<file path="src/rtl/led_matrix_pkg.sv">
// Shared constants, types and the brightness lookup for the 4x4 LED matrix PWM driver.
// A frame packs 16 four-bit brightness values, LED index = col*4 + row.
package led_matrix_pkg;
  localparam int NUM_COLS   = 4;
  localparam int NUM_ROWS   = 4;
  localparam int BRIGHT_W   = 4;
  localparam int NUM_SLOTS  = 16;
  localparam int BLANK_SLOT = 15;
  localparam int FRAME_W    = 64;
  localparam int SLOT_W     = 4;
  localparam int COL_W      = 2;
  localparam int ROW_W      = 2;

  typedef logic [FRAME_W-1:0]  frame_t;
  typedef logic [SLOT_W-1:0]   slot_t;
  typedef logic [COL_W-1:0]    col_t;
  typedef logic [ROW_W-1:0]    row_t;
  typedef logic [BRIGHT_W-1:0] bright_t;

  function automatic bright_t ledBright(input frame_t frame, input col_t col, input row_t row);
    ledBright = bright_t'(frame >> {col, row, 2'b00});
  endfunction
endpackage

</file>
<file path="src/rtl/led_pwm_timebase.sv">
// Prescaler, PWM slot and column counters; swap marks the last tick of a full frame.
module led_pwm_timebase
  import led_matrix_pkg::*;
#(
  parameter int PRESCALE = 48
) (
  input  logic  clk,
  input  logic  rst,
  output logic  tick,
  output slot_t slot,
  output col_t  col,
  output logic  swap
);
  localparam logic [15:0] PRESC_MAX = 16'(PRESCALE - 1);

  logic [15:0] r_presc;
  slot_t       r_slot;
  col_t        r_col;

  assign tick = (r_presc == PRESC_MAX);
  assign slot = r_slot;
  assign col  = r_col;
  assign swap = tick && (r_slot == slot_t'(BLANK_SLOT)) && (r_col == col_t'(NUM_COLS - 1));

  always_ff @(posedge clk) begin
    if (rst) begin
      r_presc <= '0;
      r_slot  <= '0;
      r_col   <= '0;
    end else if (tick) begin
      r_presc <= '0;
      r_slot  <= r_slot + slot_t'(1);
      if (r_slot == slot_t'(BLANK_SLOT)) begin
        r_col <= r_col + col_t'(1);
      end
    end else begin
      r_presc <= r_presc + 16'd1;
    end
  end
endmodule

</file>
<file path="src/rtl/led_matrix_pwm.sv">
// 4x4 LED matrix PWM driver: double-buffered frame handshake, column scan with
// 16-slot PWM per column (slot 15 blanks), registered anode/cathode outputs.
module led_matrix_pwm
  import led_matrix_pkg::*;
#(
  parameter int PRESCALE = 48
) (
  input  logic                clk,
  input  logic                rst,
  input  logic                frame_valid,
  output logic                frame_ready,
  input  logic [FRAME_W-1:0]  frame_data,
  output logic [NUM_COLS-1:0] aled,
  output logic [NUM_ROWS-1:0] kled_tri,
  output logic                frame_sync
);
  logic  w_tick;
  slot_t w_slot;
  col_t  w_col;
  logic  w_swap;
  logic  w_accept;

  slot_t               w_nextSlot;
  col_t                w_nextCol;
  frame_t              w_frame;
  logic [NUM_COLS-1:0] w_aled;
  logic [NUM_ROWS-1:0] w_kled;

  frame_t              r_active;
  frame_t              r_shadow;
  logic                r_shadowFull;
  logic [NUM_COLS-1:0] r_aled;
  logic [NUM_ROWS-1:0] r_kled;
  logic                r_frameSync;

  led_pwm_timebase #(.PRESCALE(PRESCALE)) u_timebase (
    .clk  (clk),
    .rst  (rst),
    .tick (w_tick),
    .slot (w_slot),
    .col  (w_col),
    .swap (w_swap)
  );

  assign frame_ready = !rst && !r_shadowFull && !w_swap;
  assign w_accept    = frame_valid && frame_ready;

  // Decode the slot/column the counters are about to enter, using the frame that will be active then.
  always_comb begin
    w_nextSlot = w_slot + slot_t'(1);
    w_nextCol  = (w_slot == slot_t'(BLANK_SLOT)) ? w_col + col_t'(1) : w_col;
    w_frame    = (w_swap && r_shadowFull) ? r_shadow : r_active;
    w_aled     = '0;
    w_kled     = '0;
    if (w_nextSlot != slot_t'(BLANK_SLOT)) begin
      w_aled = NUM_COLS'(1) << w_nextCol;
      for (int r = 0; r < NUM_ROWS; r++) begin
        w_kled[r] = ledBright(w_frame, w_nextCol, row_t'(r)) > w_nextSlot;
      end
    end
  end

  always_ff @(posedge clk) begin
    if (rst) begin
      r_active     <= '0;
      r_shadow     <= '0;
      r_shadowFull <= 1'b0;
      r_aled       <= '0;
      r_kled       <= '0;
      r_frameSync  <= 1'b0;
    end else begin
      if (w_accept) begin
        r_shadow     <= frame_data;
        r_shadowFull <= 1'b1;
      end else if (w_swap && r_shadowFull) begin
        r_active     <= r_shadow;
        r_shadowFull <= 1'b0;
      end
      r_frameSync <= w_swap;
      if (w_tick) begin
        r_aled <= w_aled;
        r_kled <= w_kled;
      end
    end
  end

  assign aled       = r_aled;
  assign kled_tri   = r_kled;
  assign frame_sync = r_frameSync;
endmodule
</file>
<file path="config.mk">
export PLATFORM = sky130hd
export DESIGN_NAME = led_matrix_pwm
export DESIGN_NICKNAME = d
export VERILOG_FILES = /design/src/rtl/led_matrix_pkg.sv /design/src/rtl/led_pwm_timebase.sv /design/src/rtl/led_matrix_pwm.sv
export SDC_FILE = /design/constraint.sdc
export NUM_CORES = 1
export LEC_CHECK = 0
export BUFFER_PORTS_ARGS = -buffer_cell sky130_fd_sc_hd__buf_2
export CAP_MARGIN = 10
export CELL_PAD_IN_SITES_DETAIL_PLACEMENT = 0
export CELL_PAD_IN_SITES_GLOBAL_PLACEMENT = 1
export CORE_MARGIN = 1
export CORE_UTILIZATION = 40
export DETAILED_ROUTE_END_ITERATION = 10
export PLACE_DENSITY = 0.88
export SETUP_SLACK_MARGIN = 0.4
export SYNTH_ARGS = -nofsm -noshare
export SYNTH_HDL_FRONTEND = slang
export SYNTH_SLANG_ARGS = --single-unit
</file>
<file path="constraint.sdc">
create_clock -name clk -period 2.8 [get_ports clk]
set_input_delay 0.28 -clock clk [delete_from_list [all_inputs] [get_ports clk]]
set_output_delay 0.28 -clock clk [all_outputs]
set_load 0.1 [all_outputs]
</file>
==> key figures, run 1 <==
Status
  – Status: completed

Global routing
  – Antenna violations before repair: 0
  – Largest net degree at the start of global routing: 57
  – GRT Total Usage: 0.218
  – Vias in the first global route: roughly 6000
  – Grt total ovfl: 0
  – First-pass GRT wire length: 30800 µm

Floorplanning
  – # IOs: 77
  – Die area: 18500 µm²
  – Die W: about 140 µm
  – Die Ht: roughly 140 µm
  – Initial core utilization: 0.412
  – Core area: ~17000 µm²
  – Std cell rows: 48

Worst setup path
  – Register-to-register setup slack: approximately 0.12 ns
  – WS Path Type: reg -> reg
  – Crit path launch type: register
  – Worst Setup End Kind: register
  – Crit-path max FO: 6
  – Path depth of the worst reg2reg path: 13
  – Critical Path AT: 2.97 ns
  – Critical Path RT: 3.09 ns

CTS
  – CTS tree: built
  – Root Driver: clkbuf_16
  – Latest clock arrival within the worst-skew pair: roughly 0.43 ns
  – # hold bufs at CTS: 0
  – Clock edge transition at the registers on the reported setup and hold paths: ~0.07 ns
  – H-tree Lvls: 4
  – CTS buffer count: 17
  – Clock buffer depth: 2
  – Clock sink count: between 150 and 200

Timing
  – Hold Fails Final Rpt: 0
  – Max Slew Vio Count: 0
  – Final TNS setup: 0 ns
  – Worst Tran Pin Value: 0.769 ns
  – Layout Skew: between 0.01 and 0.015 ns
  – RSZ-0062 raised after global routing: true
  – Number of setup violations in the final report: 0
  – Final Cycle Share: 0.957
  – Fin crit period: 2.68 ns
  – Slew HR: 0.480
  – F_max: 0.373 GHz

Routing
  – DRC errors left: 0
  – Routed wire per std cell: between 15 and 20 µm
  – ANT nets after route: 0
  – Drt pass-1 iters: 5
  – Via count: 6378
  – 1st-iter DRT viols: 433
  – Avg Vias per Cell: 5.35
  – Final WL: 19500 µm

Layout
  – Ant diodes: 0
  – Commonest non-fill, non-tap cell in the layout: nand2_1
  – Nets: 1042
  – Fin cells: 1193
  – Area Overhead vs Synth: 24.2%
  – Most frequent cells in the layout: nand2_1 (255), dfxtp_1 (153), a21oi_1 (83)
  – Share of layout cells above drive strength 1: 0.277

Placement
  – Port Buffers: 76
  – Placed insts: ~1100
  – Gpl congestion: 0.890
  – Post-DP HPWL: approximately 13000 µm

Synthesis
  – Synthesized netlist cell count: 850
  – Async S/R FF share, synth: 0
  – Post-synth top area cell: dfxtp_1
  – Sequential cell area fraction in the yosys report: 0.446
  – Library cells used by synthesis: 45
  – Mapped Area: between 7000 and 8000 µm²
  – Area contributors post-synth: dfxtp_1 (45%), nand2_1 (13%), a21oi_1 (5.8%)
  – Synth Net Count: between 900 and 1000
  – Synth warn: 0
  – Syn avg cell area: 8.44 µm²
  – Post-synth EDFFs: 0
  – Ys flop type: dfxtp_1
  – Yosys reg bits: 160
  – Synth top area share: 0.446

Pwr
  – Peak supply drop: between 300 and 400 µV
  – Final Power: 4.87 mW
  – Lkg Pwr: around 3.3 nW
  – Pwr per Cell Area: 547 nW/µm²

Run
  – Max cap viols: 0

Hold path
  – Worst hold path type: in -> reg
  – Min-Delay Path Depth: 3
==> layer usage <==
layer | track usage | wire (µm)
met2 | 0.344 | 9130
met4 | 0.0821 | 422
met3 | 0.0511 | 962
met5 | 0 | 0
met1 | 0.286 | 9030
==> power breakdown <==
part | switching (mW) | total [mW] | internal [mW]
logic | 0.164 | 0.271 | 0.107
registers | 0.0578 | 2.39 | 2.33
clock network | 1.03 | 2.21 | 1.19
==> timing repair <==
item	in CTS	in global routing
setup buffers	13	11
gates cloned	6	1
setup endpoints to repair	5	9
resized for setup	25	22
pin swaps	14	15
==> flip-flops by register name (all words and copies together) (netlist names) <==
name                count
r_active               64
kled_tri                4
u_timebase.col          2
r_shadowFull            1
u_timebase.slot         4
r_shadow               64
u_timebase.r_presc     16
aled                    4
frame_sync              1
==> final timing paths <==
check	to	startpoint
hold reg to reg	r_active[48]	r_active[48]
setup / recovery	kled_tri[3]	u_timebase.r_presc[0]
setup reg to reg	kled_tri[3]	u_timebase.r_presc[0]
hold / removal	r_shadow[25]	frame_data[25]
==> through the flow <==
step	hold slack [ns]	setup slack, ns	util	cell area, µm²
final	0.0798	0.120	0.512	8910
after global routing	0.0744	-0.0320	0.512	8910
after CTS	0.0695	0.138	0.502	8740
after global placement	0.439	-0.0156	0.452	7870
after floorplan	0.416	0.165	-	7310
after detailed placement	0.445	-0.0804	0.452	7870
==> kinds of logic after synthesis <==
| family | count (synthesis) | share of synthesized area |
|---|---|---|
| buffers and inverters | 69 | 0.0581 |
| flip-flops | 160 | 0.446 |
| XOR/XNOR | 19 | 0.0232 |
| AND/OR/NAND/NOR | 341 | 0.203 |
| AO/OA/AOI/OAI | 226 | 0.213 |
| adder cells (fa/ha/maj) | 20 | 0.0349 |
| multiplexers | 15 | 0.0218 |
==> area by class of cell <==
cell class                 instances  area, µm²
fill                            1653       8500
multi-input combinational        626       3840
sequential                       160       3220
timing repair buffer             139        968
clock buffer                      18        439
tap                              225        282
clock inverter                    14        121
inverter                          11       41.3
==> critical path, stage by stage, from the launching register on <==
cell	delay, ns
dfxtp_4	0.36
ha_4	0.16
and3_4	0.15
and4_4	0.19
buf_8	0.13
and3_4	0.18
or3_1	0.39
o21ai_2	0.07
ha_1	0.25
nor2b_1	0.14
o21a_1	0.17
o21a_1	0.16
o21ai_1	0.12
o21ai_1	0.06
==> cells in the mapped netlist, types with 11 or more instances <==
master	count
a21oi_1	83
a21oi_2	39
buf_2	12
buf_6	18
clkbuf_1	20
dfxtp_1	160
ha_1	20
inv_1	11
nand2_1	255
nand3_1	11
nor2_1	33
o21ai_0	26
o221ai_1	12
o22a_1	13
o22ai_1	27
or3_1	12
Power figures use the tool's default switching activity.
==> run 2, diff against run 1 <==
--- a/config.mk
+++ b/config.mk
@@ -14,3 +14,3 @@
 export DETAILED_ROUTE_END_ITERATION = 10
-export PLACE_DENSITY = 0.88
+export PLACE_DENSITY_LB_ADDON = 0.1
 export SETUP_SLACK_MARGIN = 0.4
--- a/constraint.sdc
+++ b/constraint.sdc
@@ -3,2 +3,2 @@
 set_output_delay 0.28 -clock clk [all_outputs]
-set_load 0.1 [all_outputs]
+set_load 0.05 [all_outputs]
==> run 2 against run 1 <==
- critical path depth did not move
- core utilization rose by 0.74 points
- via count did not move
- combinational power barely moved
- hold slack improved by 0.0099 ns
- final cell count rose by 0.42%
- count of clock-buffer cells in the layout fell by 1
- wire length rose by 8.4%
- global-route usage rose by 2.0 points
==> key figures, run 2 (synthesis results as in run 1) <==
Worst setup path
  – Crit path launch type: register
  – Critical Path RT: approximately 3.1 ns
  – Worst-path cell chain: ha_4, nand2b_4, o22a_4, buf_12, o22ai_1, or3_1, o21ai_2, ha_1, nor2b_1, o21a_1, o21a_1, o21ai_1, o21ai_1
  – Critical Path AT: 2.96 ns
  – WP buf/inv: 1
  – Max incr delay on CP: 0.38 ns
  – Worst path depth: 13
  – Crit-path max FO: 10
  – Worst Setup End Kind: register
  – WS Path Type: reg -> reg
  – CP max-delay cell: or3_1
  – Path depth of the worst reg2reg path: 13
  – Delay-heaviest family, CP: compound AO/OA/AOI/OAI gates

Placement
  – Dpl ws: -0.0313 ns
  – Placed insts: 1140
  – Post-DP HPWL: 14400 µm
  – Gpl congestion: roughly 0.90
  – Port Buffers: 76

Floorplanning
  – Core area: 17400 µm²
  – Die W: 136 µm
  – Die Ht: 136 µm
  – # IOs: 77
  – Std cell rows: 48
  – Die area: 18500 µm²
  – Initial core utilization: 0.412

Timing
  – Fin crit period: 2.65 ns
  – Number of setup violations in the final report: 0
  – RSZ-0062 raised after global routing: true
  – F_max: 0.378 GHz
  – Hold Fails Final Rpt: 0
  – Hold slack: 0.0897 ns
  – Final Cycle Share: 0.945
  – Layout Skew: 0.00913 ns
  – Slew HR: 0.481
  – Max Slew Vio Count: 0
  – Worst Tran Pin Value: 0.779 ns
  – Slack of the critical path: between 0.15 and 0.2 ns

CTS
  – Root Driver: clkbuf_16
  – Latest clock arrival within the worst-skew pair: 0.42 ns
  – Clock buffer depth: 2
  – H-tree Lvls: 4
  – # hold bufs at CTS: 0
  – CTS buffer count: 17
  – Clock edge transition at the registers on the reported setup and hold paths: 0.06 ns
  – Clock sink count: 160
  – CTS tree: built

Global routing
  – Antenna violations before repair: 0
  – Vias in the first global route: around 6200
  – First-pass GRT wire length: 33300 µm
  – Largest net degree at the start of global routing: 67
  – Met3 Use GR: 0.0466
  – Global-route track usage on met2: 0.394
  – Met1 usage: 0.306
  – Most Crowded Layer GR: met2
  – GRT Total Usage: 0.237
  – Grt total ovfl: 0

Pwr
  – Pwr per Cell Area: 546 nW/µm²
  – Lkg Pwr: 3.35 nW
  – Final Power: 4.94 mW
  – Peak supply drop: 419 µV

Routing
  – Avg Vias per Cell: 5.32
  – DRC errors left: 0
  – Via count: 6378
  – Routed wire per std cell: approximately 18 µm
  – Drt pass-1 iters: 5
  – ANT nets after route: 0
  – Final WL: 21200 µm
  – 1st-iter DRT viols: 365

Layout
  – Biggest regs: r_active x64, r_shadow x64, u_timebase.r_presc x16
  – Nets: approximately 1000
  – Fin cells: 1198
  – Reg area: 3220 µm²
  – Share of layout cells above drive strength 1: 0.289
  – Ant diodes: 0
  – # fillers: between 1500 and 2000
  – Multi-input logic area: 3850 µm²
  – Area Overhead vs Synth: 26.0%
  – Post-layout util: 0.519
  – Most frequent cells in the layout: nand2_1 (255), dfxtp_1 (152), a21oi_1 (83)
  – Commonest non-fill, non-tap cell in the layout: nand2_1

Hold path
  – Worst hold path type: in -> reg
  – Min-Delay Path Depth: 3

Status
  – Status: completed

Run
  – Max cap viols: 0
[run 2: cell count changes in the layout (fill, tap and decap cells not counted), sizes merged]
cell      previous run  this run
clkinv               4         8
clkinvlp             2         3
and3                10         9
mux2                 9         7
inv                 19        12
bufinv               0         2
bufbuf               1         2
buf                138       145
[run 2: area by class of cell]
type	instances	share of cell area
Multi-Input combinational cell	623	0.426
Sequential cell	160	0.356
Timing Repair Buffer	148	0.119
Clock buffer	17	0.0471
Tap cell	225	0.0311
Clock inverter	14	0.0158
Inverter	11	0.00457
[run 2: stage by stage]
stage                     instance area (µm²)  setup TNS [ns]
after floorplan                          7290               0
after global placement                   7960               0
after detailed placement                 7960         -0.0720
after CTS                                8900               0
after global routing                     9040               0
final                                    9040               0
[run 2: worst register-to-register path: stages (launching register included)]
cell	delay [ns]
dfxtp_2	0.33
ha_4	0.31
nand2b_4	0.14
o22a_4	0.18
buf_12	0.13
o22ai_1	0.08
or3_1	0.38
o21ai_2	0.08
ha_1	0.25
nor2b_1	0.15
o21a_1	0.17
o21a_1	0.16
o21ai_1	0.12
o21ai_1	0.06
[run 2: layer usage]
layer / share of wire / wire [µm] / up-vias
met3: 0.042 / 900 / 40
met5: 0 / 0 / -
met4: 0.024 / 499 / 0
met2: 0.48 / 10100 / 159
li1: - / - / 3155
met1: 0.46 / 9660 / 3024
[run 2: worst paths after layout]
| kind | from | endpoint | slack (ns) |
|---|---|---|---|
| min reg2reg | r_active[60] | r_active[60] | 0.45 |
| min | frame_data[18] | r_shadow[18] | 0.09 |
| max reg2reg | u_timebase.col[1] | kled_tri[0] | 0.15 |
| max | u_timebase.col[1] | kled_tri[0] | 0.15 |
[run 2: what timing repair did]
action                     4_1_cts  5_1_grt
setup buffers                   18        4
gates resized for setup         36       19
pin swaps                       16       14
hold endpoints to repair         0        0
cloned                           4        1
setup endpoints to repair        5        5
[run 2: power by group]
group	switching [mW]	total, mW	internal, mW
sequential	0.0621	2.39	2.33
clock	0.969	2.27	1.30
combinational	0.161	0.273	0.112
==> run 3, diff against run 2 <==
CORE_UTILIZATION = 44   (was 40)
GPL_TIMING_DRIVEN = 0   (was default)
clock period = 2.85 ns   (was 2.8 ns; I/O delays follow)
==> run 3 against run 2 <==
- combinational power increased by 14%
- cell area is 0.83% lower
- fmax fell by 7.1%
- critical path type unchanged
==> key figures, run 3 (synthesis results as in run 1) <==
Routing
  – Routed wire per std cell: 18.7 µm
  – ANT nets after route: 0
  – Avg Vias per Cell: 5.42
  – DRC errors left: 0
  – Final WL: 22400 µm
  – 1st-iter DRT viols: 358
  – Drt pass-1 iters: 5
  – Via count: 6496

Timing
  – Slack of the critical path: 0.0000271 ns
  – Hold Fails Final Rpt: 0
  – Max Slew Vio Count: 0
  – Layout Skew: 0.0111 ns
  – F_max: 0.351 GHz
  – RSZ-0062 raised after global routing: true
  – Worst Tran Pin Value: just over 0.9 ns
  – Slew HR: 0.397
  – Number of setup violations in the final report: 0
  – Fin crit period: 2.85 ns
  – Final Cycle Share: 1.00

Pwr
  – Lkg Pwr: 3.30 nW
  – Peak supply drop: 410 µV
  – Comb pwr share: 0.066
  – Switching part of the total: 0.245
  – Clock share of power: 0.438
  – P_sw: 1.16 mW
  – Int Pwr: 3.58 mW
  – Pwr per Cell Area: 528 nW/µm²
  – Reg power frac: 0.497

CTS
  – Clock sink count: 160
  – Clock buffer depth: 2
  – # hold bufs at CTS: 0
  – CTS tree: built
  – Root Driver: clkbuf_16
  – H-tree Lvls: 4
  – CTS buffer count: 17
  – Clock edge transition at the registers on the reported setup and hold paths: 0.06 ns
  – Latest clock arrival within the worst-skew pair: ~0.42 ns

Floorplanning
  – Die Ht: between 100 and 150 µm
  – Std cell rows: between 40 and 50
  – Core area: 15900 µm²
  – Die W: approximately 130 µm
  – Die area: 16800 µm²
  – Initial core utilization: 0.452
  – # IOs: 77

Layout
  – Most frequent cells in the layout: nand2_1 (255), dfxtp_1 (153), a21oi_1 (83)
  – Fin cells: approximately 1200
  – # fillers: 1538
  – Biggest regs: r_active x64, r_shadow x64, u_timebase.r_presc x16
  – Design area: roughly 9000 µm²
  – Share of layout cells above drive strength 1: 0.266
  – Ant diodes: 0
  – Commonest non-fill, non-tap cell in the layout: nand2_1
  – Nets: 1057
  – Area Overhead vs Synth: 24.9%

Placement
  – Post-DP HPWL: about 16000 µm
  – Dpl ws: -0.574 ns
  – Post-Place Cell Area: 7940 µm²
  – Gpl congestion: 0.842
  – Port Buffers: 76
  – Placed insts: 1142

Global routing
  – Antenna violations before repair: 0
  – Largest net degree at the start of global routing: 17
  – GRT Total Usage: 0.276
  – Grt total ovfl: 0
  – Vias in the first global route: 6149
  – First-pass GRT wire length: 33900 µm

Run
  – Max cap viols: 0

Worst setup path
  – Crit path launch type: register
  – Worst path depth: 15
  – WP buf/inv: 3
  – Crit-path max FO: 5
  – Register-to-register setup slack: ~0.000027 ns
  – Delay-heaviest family, CP: compound AO/OA/AOI/OAI gates
  – CP max-delay cell: dfxtp_4
  – Critical Path AT: 3.16 ns
  – Worst Setup End Kind: register
  – Crit path from: u_timebase.slot[1]
  – Worst-path cell chain: ha_4, and3_4, buf_6, mux2_4, buf_8, buf_12, o22ai_2, or3_1, o21ai_2, ha_1, nor2b_4, o21a_1, o21a_1, o21ai_1, o21ai_1
  – CP Capture Point: kled_tri[2]
  – Path depth of the worst reg2reg path: 15
  – Worst r2r src: u_timebase.slot[1]
  – Critical Path RT: approximately 3.2 ns
  – RR Endpoint: kled_tri[2]
  – Max incr delay on CP: 0.36 ns
  – WS Path Type: reg -> reg

Status
  – Status: completed

Hold path
  – Worst hold path type: in -> reg
[run 3: how the worst min path moves through the flow]
stage / startpoint / end / slack, ns / cells past startpoint
2_1_floorplan: u_timebase.r_presc[0] / u_timebase.r_presc[0] / 0.41 / 1
3_3_place_gp: u_timebase.r_presc[0] / u_timebase.r_presc[0] / 0.42 / 1
3_5_place_dp: u_timebase.r_presc[0] / u_timebase.r_presc[0] / 0.42 / 1
4_1_cts: frame_data[32] / r_shadow[32] / 0.09 / 3
5_1_grt: frame_data[8] / r_shadow[8] / 0.1 / 3
6_report: frame_data[56] / r_shadow[56] / 0.1 / 3
[run 3: worst register-to-register path, delay by kind of cell, from the launching register on]
kind            cells  cell delay [ns]
compound gates      6             0.73
fa+ha+maj           2             0.49
simple gates        3             0.46
buf+inv             3             0.38
flops               1             0.36
mux                 1             0.34
[run 3: repair_timing]
| item | CTS | global route |
|---|---|---|
| buffers inserted | 23 | 1 |
| endpoints found under the setup margin | 64 | 5 |
| pin swaps | 11 | 11 |
| gates resized for setup | 54 | 11 |
[run 3: through the flow]
| step | setup TNS [ns] | total power [mW] | hold WS (ns) | utilization |
|---|---|---|---|---|
| after floorplan | 0 | 2.56 | 0.408 | - |
| after global placement | -1.52 | 2.69 | 0.419 | 0.500 |
| after detailed placement | -1.86 | 2.70 | 0.424 | 0.500 |
| after CTS | -0.0980 | 4.76 | 0.0904 | 0.560 |
| after global routing | -0.331 | 4.91 | 0.0951 | 0.564 |
| final | 0 | 4.74 | 0.0956 | 0.564 |
[run 3: final cells by class]
type	instances	area [µm²]	area share
Buffer	58	514	0.0574
Clock buffer	23	468	0.0522
Clock inverter	9	60.1	0.00670
Inverter	11	41.3	0.00461
Multi-Input combinational cell	621	3810	0.425
Sequential cell	160	3220	0.359
Tap cell	216	270	0.0301
Timing Repair Buffer	101	578	0.0645
[run 3: power groups by stage]
stage	registers (mW)	logic (mW)	clock network, mW
after floorplan	2.37	0.191	0
after global placement	2.40	0.288	0
after detailed placement	2.40	0.296	0
after CTS	2.35	0.311	2.10
after global routing	2.36	0.342	2.21
final	2.35	0.311	2.07
[run 3: routing by layer]
metal  wire, µm  vias to the layer above  global-route usage
met4        463                        0              0.0889
met3       1300                       35              0.0480
li1           -                     3162                   -
met2      10400                      224               0.457
met1      10200                     3075               0.366
met5          0                        -                   0
